**src/rtl/divider_pkg.sv**
```systemverilog
// Shared types and helpers for the radix-2^STEP restoring divider.
// Holds the FSM state encoding, iteration-count helper and a conditional two's-complement negate.
package divider_pkg;

    typedef enum logic [1:0] {
        S_IDLE = 2'd0,
        S_CALC = 2'd1,
        S_DONE = 2'd2
    } state_e;

    // Number of CALC cycles for a given width and quotient bits per cycle.
    function automatic int iters(input int width, input int step);
        return width / step;
    endfunction

    // Serves both abs() at operand capture and the sign fix-up on the result; callers truncate.
    function automatic logic [63:0] neg_if(input logic [63:0] v, input logic en);
        return en ? (~v + 64'd1) : v;
    endfunction

endpackage

```
**src/rtl/divider_radix_step.sv**
```systemverilog
// Combinational restoring stage: retires STEP quotient bits from one partial remainder.
// Partial remainder stays below the divisor, so the WIDTH+1 bit difference MSB is the borrow.
module divider_radix_step #(
    parameter int WIDTH = 8,
    parameter int STEP  = 1
) (
    input  logic [WIDTH-1:0] i_rem,
    input  logic [STEP-1:0]  i_bits,
    input  logic [WIDTH-1:0] i_divisor,
    output logic [WIDTH-1:0] o_rem,
    output logic [STEP-1:0]  o_qbits
);

    logic [WIDTH-1:0] r;
    logic [WIDTH:0]   shifted;
    logic [WIDTH:0]   diff;

    always_comb begin
        r       = i_rem;
        shifted = '0;
        diff    = '0;
        o_qbits = '0;
        for (int i = STEP - 1; i >= 0; i--) begin
            shifted    = {r, i_bits[i]};
            diff       = shifted - {1'b0, i_divisor};
            o_qbits[i] = ~diff[WIDTH];
            r          = diff[WIDTH] ? shifted[WIDTH-1:0] : diff[WIDTH-1:0];
        end
        o_rem = r;
    end

endmodule

```
**src/rtl/divider_radix.sv**
```systemverilog
// Multi-cycle restoring divider, STEP quotient bits per cycle; o_valid rises N=WIDTH/STEP edges after the accept edge and holds until i_ready.
// Signed operation is only built when DIVIDER_RADIX_SIGNED_EN is defined; i_cg low freezes all state.
module divider_radix
    import divider_pkg::*;
#(
    parameter int WIDTH = 8,
    parameter int STEP  = 1
) (
    input  logic             i_clk,
    input  logic             i_rst,
    input  logic             i_cg,
    input  logic             i_valid,
    output logic             o_ready,
    input  logic [WIDTH-1:0] i_dividend,
    input  logic [WIDTH-1:0] i_divisor,
    input  logic             i_signed,
    output logic             o_valid,
    input  logic             i_ready,
    output logic [WIDTH-1:0] o_quotient,
    output logic [WIDTH-1:0] o_remainder,
    output logic             o_divByZero,
    output logic             o_busy
);

    localparam int N  = iters(WIDTH, STEP);
    localparam int CW = $clog2(N + 1);
    localparam logic [CW-1:0] CNT_LAST = CW'(N - 1);

    state_e             state_q, state_d;
    logic [CW-1:0]      cnt_q, cnt_d;
    logic [2*WIDTH-1:0] work_q, work_d;
    logic [WIDTH-1:0]   dvsr_q, dvsr_d;
    logic [WIDTH-1:0]   dvnd_q, dvnd_d;
    logic [WIDTH-1:0]   quo_q, quo_d;
    logic [WIDTH-1:0]   rem_q, rem_d;
    logic               valid_q, valid_d;
    logic               dbz_q, dbz_d;

    logic               accept;
    logic [WIDTH-1:0]   step_rem;
    logic [STEP-1:0]    step_qbits;
    logic [WIDTH-1:0]   quo_raw, quo_fix, rem_fix;
    logic [WIDTH-1:0]   opa_abs, opb_abs;

    assign o_ready = i_cg && ((state_q == S_IDLE) || ((state_q == S_DONE) && i_ready));
    assign accept  = i_valid && o_ready;

    // Upper half of the working register is the partial remainder, lower half shifts dividend out and quotient in.
    divider_radix_step #(
        .WIDTH (WIDTH),
        .STEP  (STEP)
    ) u_step (
        .i_rem     (work_q[2*WIDTH-1:WIDTH]),
        .i_bits    (work_q[WIDTH-1 -: STEP]),
        .i_divisor (dvsr_q),
        .o_rem     (step_rem),
        .o_qbits   (step_qbits)
    );

    assign quo_raw = (work_q[WIDTH-1:0] << STEP) | WIDTH'(step_qbits);

`ifdef DIVIDER_RADIX_SIGNED_EN
    logic op_neg_a, op_neg_b;
    logic neg_quo_q, neg_quo_d, neg_rem_q, neg_rem_d;

    assign op_neg_a  = i_signed && i_dividend[WIDTH-1];
    assign op_neg_b  = i_signed && i_divisor[WIDTH-1];
    assign opa_abs   = WIDTH'(neg_if(64'(i_dividend), op_neg_a));
    assign opb_abs   = WIDTH'(neg_if(64'(i_divisor), op_neg_b));
    assign neg_quo_d = accept ? (op_neg_a ^ op_neg_b) : neg_quo_q;
    assign neg_rem_d = accept ? op_neg_a : neg_rem_q;
    // Most-negative / -1 needs no special case: |q| = 2^(WIDTH-1) negates to itself, remainder is 0.
    assign quo_fix   = WIDTH'(neg_if(64'(quo_raw), neg_quo_q));
    assign rem_fix   = WIDTH'(neg_if(64'(step_rem), neg_rem_q));

    always_ff @(posedge i_clk or posedge i_rst) begin
        if (i_rst) begin
            neg_quo_q <= 1'b0;
            neg_rem_q <= 1'b0;
        end else if (i_cg) begin
            neg_quo_q <= neg_quo_d;
            neg_rem_q <= neg_rem_d;
        end
    end
`else
    logic unused_signed;

    assign unused_signed = i_signed;
    assign opa_abs       = i_dividend;
    assign opb_abs       = i_divisor;
    assign quo_fix       = quo_raw;
    assign rem_fix       = step_rem;
`endif

    always_comb begin
        state_d = state_q;
        cnt_d   = cnt_q;
        work_d  = work_q;
        dvsr_d  = dvsr_q;
        dvnd_d  = dvnd_q;
        quo_d   = quo_q;
        rem_d   = rem_q;
        valid_d = valid_q;
        dbz_d   = dbz_q;
        case (state_q)
            S_IDLE: ;
            S_CALC: begin
                work_d = {step_rem, quo_raw};
                cnt_d  = cnt_q - CW'(1);
                if (cnt_q == '0) begin
                    state_d = S_DONE;
                    cnt_d   = '0;
                    valid_d = 1'b1;
                    dbz_d   = (dvsr_q == '0);
                    quo_d   = (dvsr_q == '0) ? '1 : quo_fix;
                    rem_d   = (dvsr_q == '0) ? dvnd_q : rem_fix;
                end
            end
            S_DONE: begin
                if (i_ready) begin
                    state_d = S_IDLE;
                    valid_d = 1'b0;
                end
            end
            default: state_d = S_IDLE;
        endcase
        if (accept) begin
            state_d = S_CALC;
            cnt_d   = CNT_LAST;
            work_d  = {{WIDTH{1'b0}}, opa_abs};
            dvsr_d  = opb_abs;
            dvnd_d  = i_dividend;
            valid_d = 1'b0;
        end
    end

    always_ff @(posedge i_clk or posedge i_rst) begin
        if (i_rst) begin
            state_q <= S_IDLE;
            cnt_q   <= '0;
            work_q  <= '0;
            dvsr_q  <= '0;
            dvnd_q  <= '0;
            quo_q   <= '0;
            rem_q   <= '0;
            valid_q <= 1'b0;
            dbz_q   <= 1'b0;
        end else if (i_cg) begin
            state_q <= state_d;
            cnt_q   <= cnt_d;
            work_q  <= work_d;
            dvsr_q  <= dvsr_d;
            dvnd_q  <= dvnd_d;
            quo_q   <= quo_d;
            rem_q   <= rem_d;
            valid_q <= valid_d;
            dbz_q   <= dbz_d;
        end
    end

    assign o_valid     = valid_q;
    assign o_quotient  = quo_q;
    assign o_remainder = rem_q;
    assign o_divByZero = dbz_q;
    assign o_busy      = (state_q != S_IDLE);

endmodule

```
**config.mk**
```make
export PLATFORM = sky130hd
export DESIGN_NAME = divider_radix
export DESIGN_NICKNAME = d
export VERILOG_FILES = /design/src/rtl/divider_pkg.sv /design/src/rtl/divider_radix_step.sv /design/src/rtl/divider_radix.sv
export SDC_FILE = /design/constraint.sdc
export NUM_CORES = 1
export LEC_CHECK = 0
export ABC_AREA = 1
export BUFFER_PORTS_ARGS = -buffer_cell sky130_fd_sc_hd__buf_4
export CELL_PAD_IN_SITES_DETAIL_PLACEMENT = 0
export CELL_PAD_IN_SITES_GLOBAL_PLACEMENT = 1
export CORE_MARGIN = 1
export CORE_UTILIZATION = 37
export CTS_CLUSTER_SIZE = 20
export DETAILED_ROUTE_END_ITERATION = 16
export PLACE_DENSITY = 0.76
export SETUP_SLACK_MARGIN = 0.02
export SYNTH_ARGS = -nofsm -noshare
export SYNTH_HDL_FRONTEND = slang
export SYNTH_SLANG_ARGS = --single-unit
```
**constraint.sdc**
```tcl
create_clock -name i_clk -period 2.4 [get_ports i_clk]
set_input_delay 0 -clock i_clk [delete_from_list [all_inputs] [get_ports i_clk]]
set_output_delay 0 -clock i_clk [all_outputs]
set_load 0.01 [all_outputs]
```
==> metrics.md <==
| Metric | Value |
|---|---|
| Status | `finished, final reports clean` |
| Layout cells sized above 1 | `0.171` |
| CP endpoint kind | `flop` |
| Max FO, Critical Path | `8` |
| Layout area overhead | `22.1%` |
| Total CTS buffers | `5` |
| N_diodes | `0` |
| Nets | `485` |
| Rows | `32` |
| Worst Slack Setup Final | `319 ps` |
| Final Skew | `11.3 ps` |
| Total track usage | `0.173` |
| Pin count of the biggest net entering global routing | `30` |
| Origin of the critical flop-to-flop path | `work_q[7]$_DFFE_PP0P_` |
| WP data required | `2660 ps` |
| Reg2reg end | `o_remainder[1]$_DFFE_PP0P_` |
| Post-Synth XOR/XNOR Area | `0.00573` |
| Worst R2R Path Depth | `13` |
| Sequential element share of the synthesized area | `0.458` |
| Register bit total from synthesis | `56` |
| First-pass GRT wire length | `11,700 µm` |
| PortBufs | `40` |
| Pleak | `2.05 nW` |
| Fin. Hold Viols | `0` |
| Combinational power share | `0.545` |
| Ranking of synthesized cells by area | `dfrtp_1, nand2_1, inv_1, o21ai_0, nand3_1` |
| R2R Setup Slk | `320 ps` |
| MaxCap Viol Count | `0` |
| Ys Warns | `0` |
| Clock share of power | `0.128` |
| Final WL | `6850 µm` |
| P_int | `0.00272 W` |
| Combinational family with the most area after synthesis | `simple AND/OR/NAND/NOR gates` |
| Root buf cell | `clkbuf_8` |
| CTS tree | `done` |
| Main flop type after synthesis | `dfrtp_1` |
| Post-synthesis async set-or-reset flop share | `1.00` |
| Part of the power in registers | `0.327` |
| Area after DPL | `3460 µm²` |
| Syn nets | `427` |
| Min Tclk post-route | `2080 ps` |
| Worst-path clk slew | `100 ps` |
| GPL Wtd Cong | `0.778` |
| Post-synth EDFFs | `0` |
| Crit path kind | `reg2reg` |
| HPWL after DPL | `5100 µm` |
| Die H | `92.9 µm` |
| Total congestion overflow | `0` |
| Maximum clock rate | `481 MHz` |
| IO Count | `42` |
| Clk sinks | `56` |
| DRT iter0 DRCs | `120` |
| Yosys cell types | `34` |
| Hold depth | `3` |
| Psw | `0.00223 W` |
| DRT Pass-1 Iters | `4` |
| Unrepaired setup endpoints after global routing | `no` |
| Vias in the first global route | `2,548` |
| Core Region | `7850 µm²` |
| Max H-tree Level | `2` |
| VDD IR max | `548 µV` |
| Yosys top cell area share | `0.458` |
| Worst rel slew slack | `0.675` |
| Design area | `3730 µm²` |
| Post-CTS Resized | `0` |
| Adder-Cell Fraction of Synth Area | `0.0393` |
| Avg Inst Size Synth | `7.72 µm²` |
| Mapped Cells | `396` |
| Complex-gate fraction of the synthesized area | `0.0958` |
| Min-Delay Startpoint | `i_valid` |
| Power per Cell Area | `1330 nW/µm²` |
| Initial Util | `0.390` |
| Post-synth design cell area | `3060 µm²` |
| Post-synthesis mux area share | `0` |
| Clk buf depth | `2` |
| Final setup TNS | `0 ps` |
| Post-route DRC | `0` |
| Synth cell count leaders | `nand2_1, dfrtp_1, inv_1, nor2_1, o21ai_0` |
| Die ar. | `8630 µm²` |
| Simple-Gate Fraction of Synth Area | `0.319` |
| HP Class | `in2reg` |
| Critical Path Source Type | `flop` |
| Period utilization | `0.867` |
| Via/cell ratio | `4.69` |
| Clk_lat worst skew | `310 ps` |
| Via count | `2,611` |
| Sw Ratio | `0.450` |
| Die width | `92.9 µm` |
| Synth area leader | `dfrtp_1` |
| # fillers | `842` |
| Min-Delay Endpoint | `dvnd_q[7]$_DFFE_PP0P_` |
| Slew Limit Fails | `0` |
| Place WS | `338 ps` |
| Worst EP arrival | `2340 ps` |
| Most common cell in the netlist | `nand2_1` |
| Setup-violating endpoint count in the final report | `0` |
| Final ANT Viol Nets | `0` |
| Initial antenna violation count | `0` |
| Least-Margin Pin Slew | `487 ps` |
| DR WL/cell | `12.3 µm` |
-- sequential cells by signal (all words and copies together) (netlist names) --
name and cells:
cnt_q 4, o_valid 1, o_divByZero 1, dvsr_q 8
dvnd_q 8, o_remainder 8, work_q 16, state_q 2
o_quotient 8
-- layout make-up --
type / instances / area [µm²] / share of cell area
multi-input cells: 278 / 1410 / 0.377
flip-flops and latches: 56 / 1400 / 0.376
clock inverters: 2 / 38.8 / 0.0104
inverters: 54 / 203 / 0.0543
well taps: 102 / 128 / 0.0342
clock buffers: 6 / 72.6 / 0.0195
repair buffers: 59 / 483 / 0.129
-- metrics by stage --
stage / util / instances / total power [W] / hold slack [ps]
after global routing: 0.475 / 557 / 0.00545 / 36.4
final: 0.475 / 557 / 0.00495 / 22.0
after CTS: 0.475 / 557 / 0.00500 / 15.7
after floorplan: - / 396 / 0.00362 / 121
after detailed placement: 0.441 / 533 / 0.00433 / 60.4
after global placement: 0.441 / 533 / 0.00430 / 58.2
-- worst max-delay path by stage --
stage               slack (ps)                          to             startpoint
finish                     320  o_remainder[1]$_DFFE_PP0P_  work_q[7]$_DFFE_PP0P_
global route               110  o_remainder[3]$_DFFE_PP0P_  work_q[7]$_DFFE_PP0P_
CTS                        310  o_remainder[1]$_DFFE_PP0P_  work_q[7]$_DFFE_PP0P_
detailed placement         340  o_remainder[1]$_DFFE_PP0P_  work_q[7]$_DFFE_PP0P_
global placement           360  o_remainder[1]$_DFFE_PP0P_  work_q[7]$_DFFE_PP0P_
floorplan                  560  o_remainder[1]$_DFFE_PP0P_  work_q[7]$_DFFE_PP0P_
-- worst max-delay path, stage by stage (launching register included) --
cell and delay, ps:
dfrtp_1 390, inv_1 70, ha_1 130, inv_1 70
fa_1 400, nand2_1 90, nand2_2 80, nand3_2 110
nand3_2 180, nand2_4 200, nand2_1 90, nand3_1 80
nand2_1 70, nand2_1 60
-- layer usage --
| layer | GRT usage | up-vias | share of wire |
|---|---|---|---|
| li1 | - | 1355 | - |
| met3 | 0.0246 | 8 | 0.031 |
| met2 | 0.284 | 43 | 0.46 |
| met4 | 0.0603 | 0 | 0.015 |
| met5 | 0 | - | 0 |
| met1 | 0.234 | 1205 | 0.49 |
-- power groups by stage --
| stage | clock network (W) | registers [W] | logic, W |
|---|---|---|---|
| finish | 0.000634 | 0.00162 | 0.00270 |
| global route | 0.000683 | 0.00167 | 0.00309 |
| CTS | 0.000651 | 0.00162 | 0.00273 |
| detailed placement | 0 | 0.00163 | 0.00270 |
| global placement | 0 | 0.00163 | 0.00267 |
| floorplan | 0 | 0.00162 | 0.00200 |
-- repair_timing --
| item | CTS | global route |
|---|---|---|
| buffers inserted | 0 | 0 |
| hold buffers | 16 | 0 |
| endpoints found under the hold margin | 38 | 0 |
-- cells by family (layout without fill, tap and decap cells) --
kind of cell | after synthesis | after routing
AOI/OAI and AO/OA | 52 | 52
adders and majority gates | 9 | 9
DFF | 56 | 56
and+or+nand+nor | 215 | 215
buffers and inverters | 62 | 121
xor gates and xnor gates | 2 | 2
-- layout by cell type, fill, tap and decap left out, types with 2 or more instances in the layout --
cell / count
a21oi_1: 9
a21oi_2: 2
a31oi_1: 3
buf_4: 43
clkbuf_8: 5
dfrtp_1: 56
dlygate4sd3_1: 16
ha_1: 8
inv_1: 46
inv_2: 7
nand2_1: 137
nand2_2: 6
nand2_4: 4
nand3_1: 24
nand3_2: 2
nand4_1: 3
nor2_1: 31
nor2_4: 2
nor2_8: 2
o21ai_0: 30
o21ai_1: 3
o22a_1: 2
xor2_1: 2
Note: power is estimated with default switching activity, not from simulation.
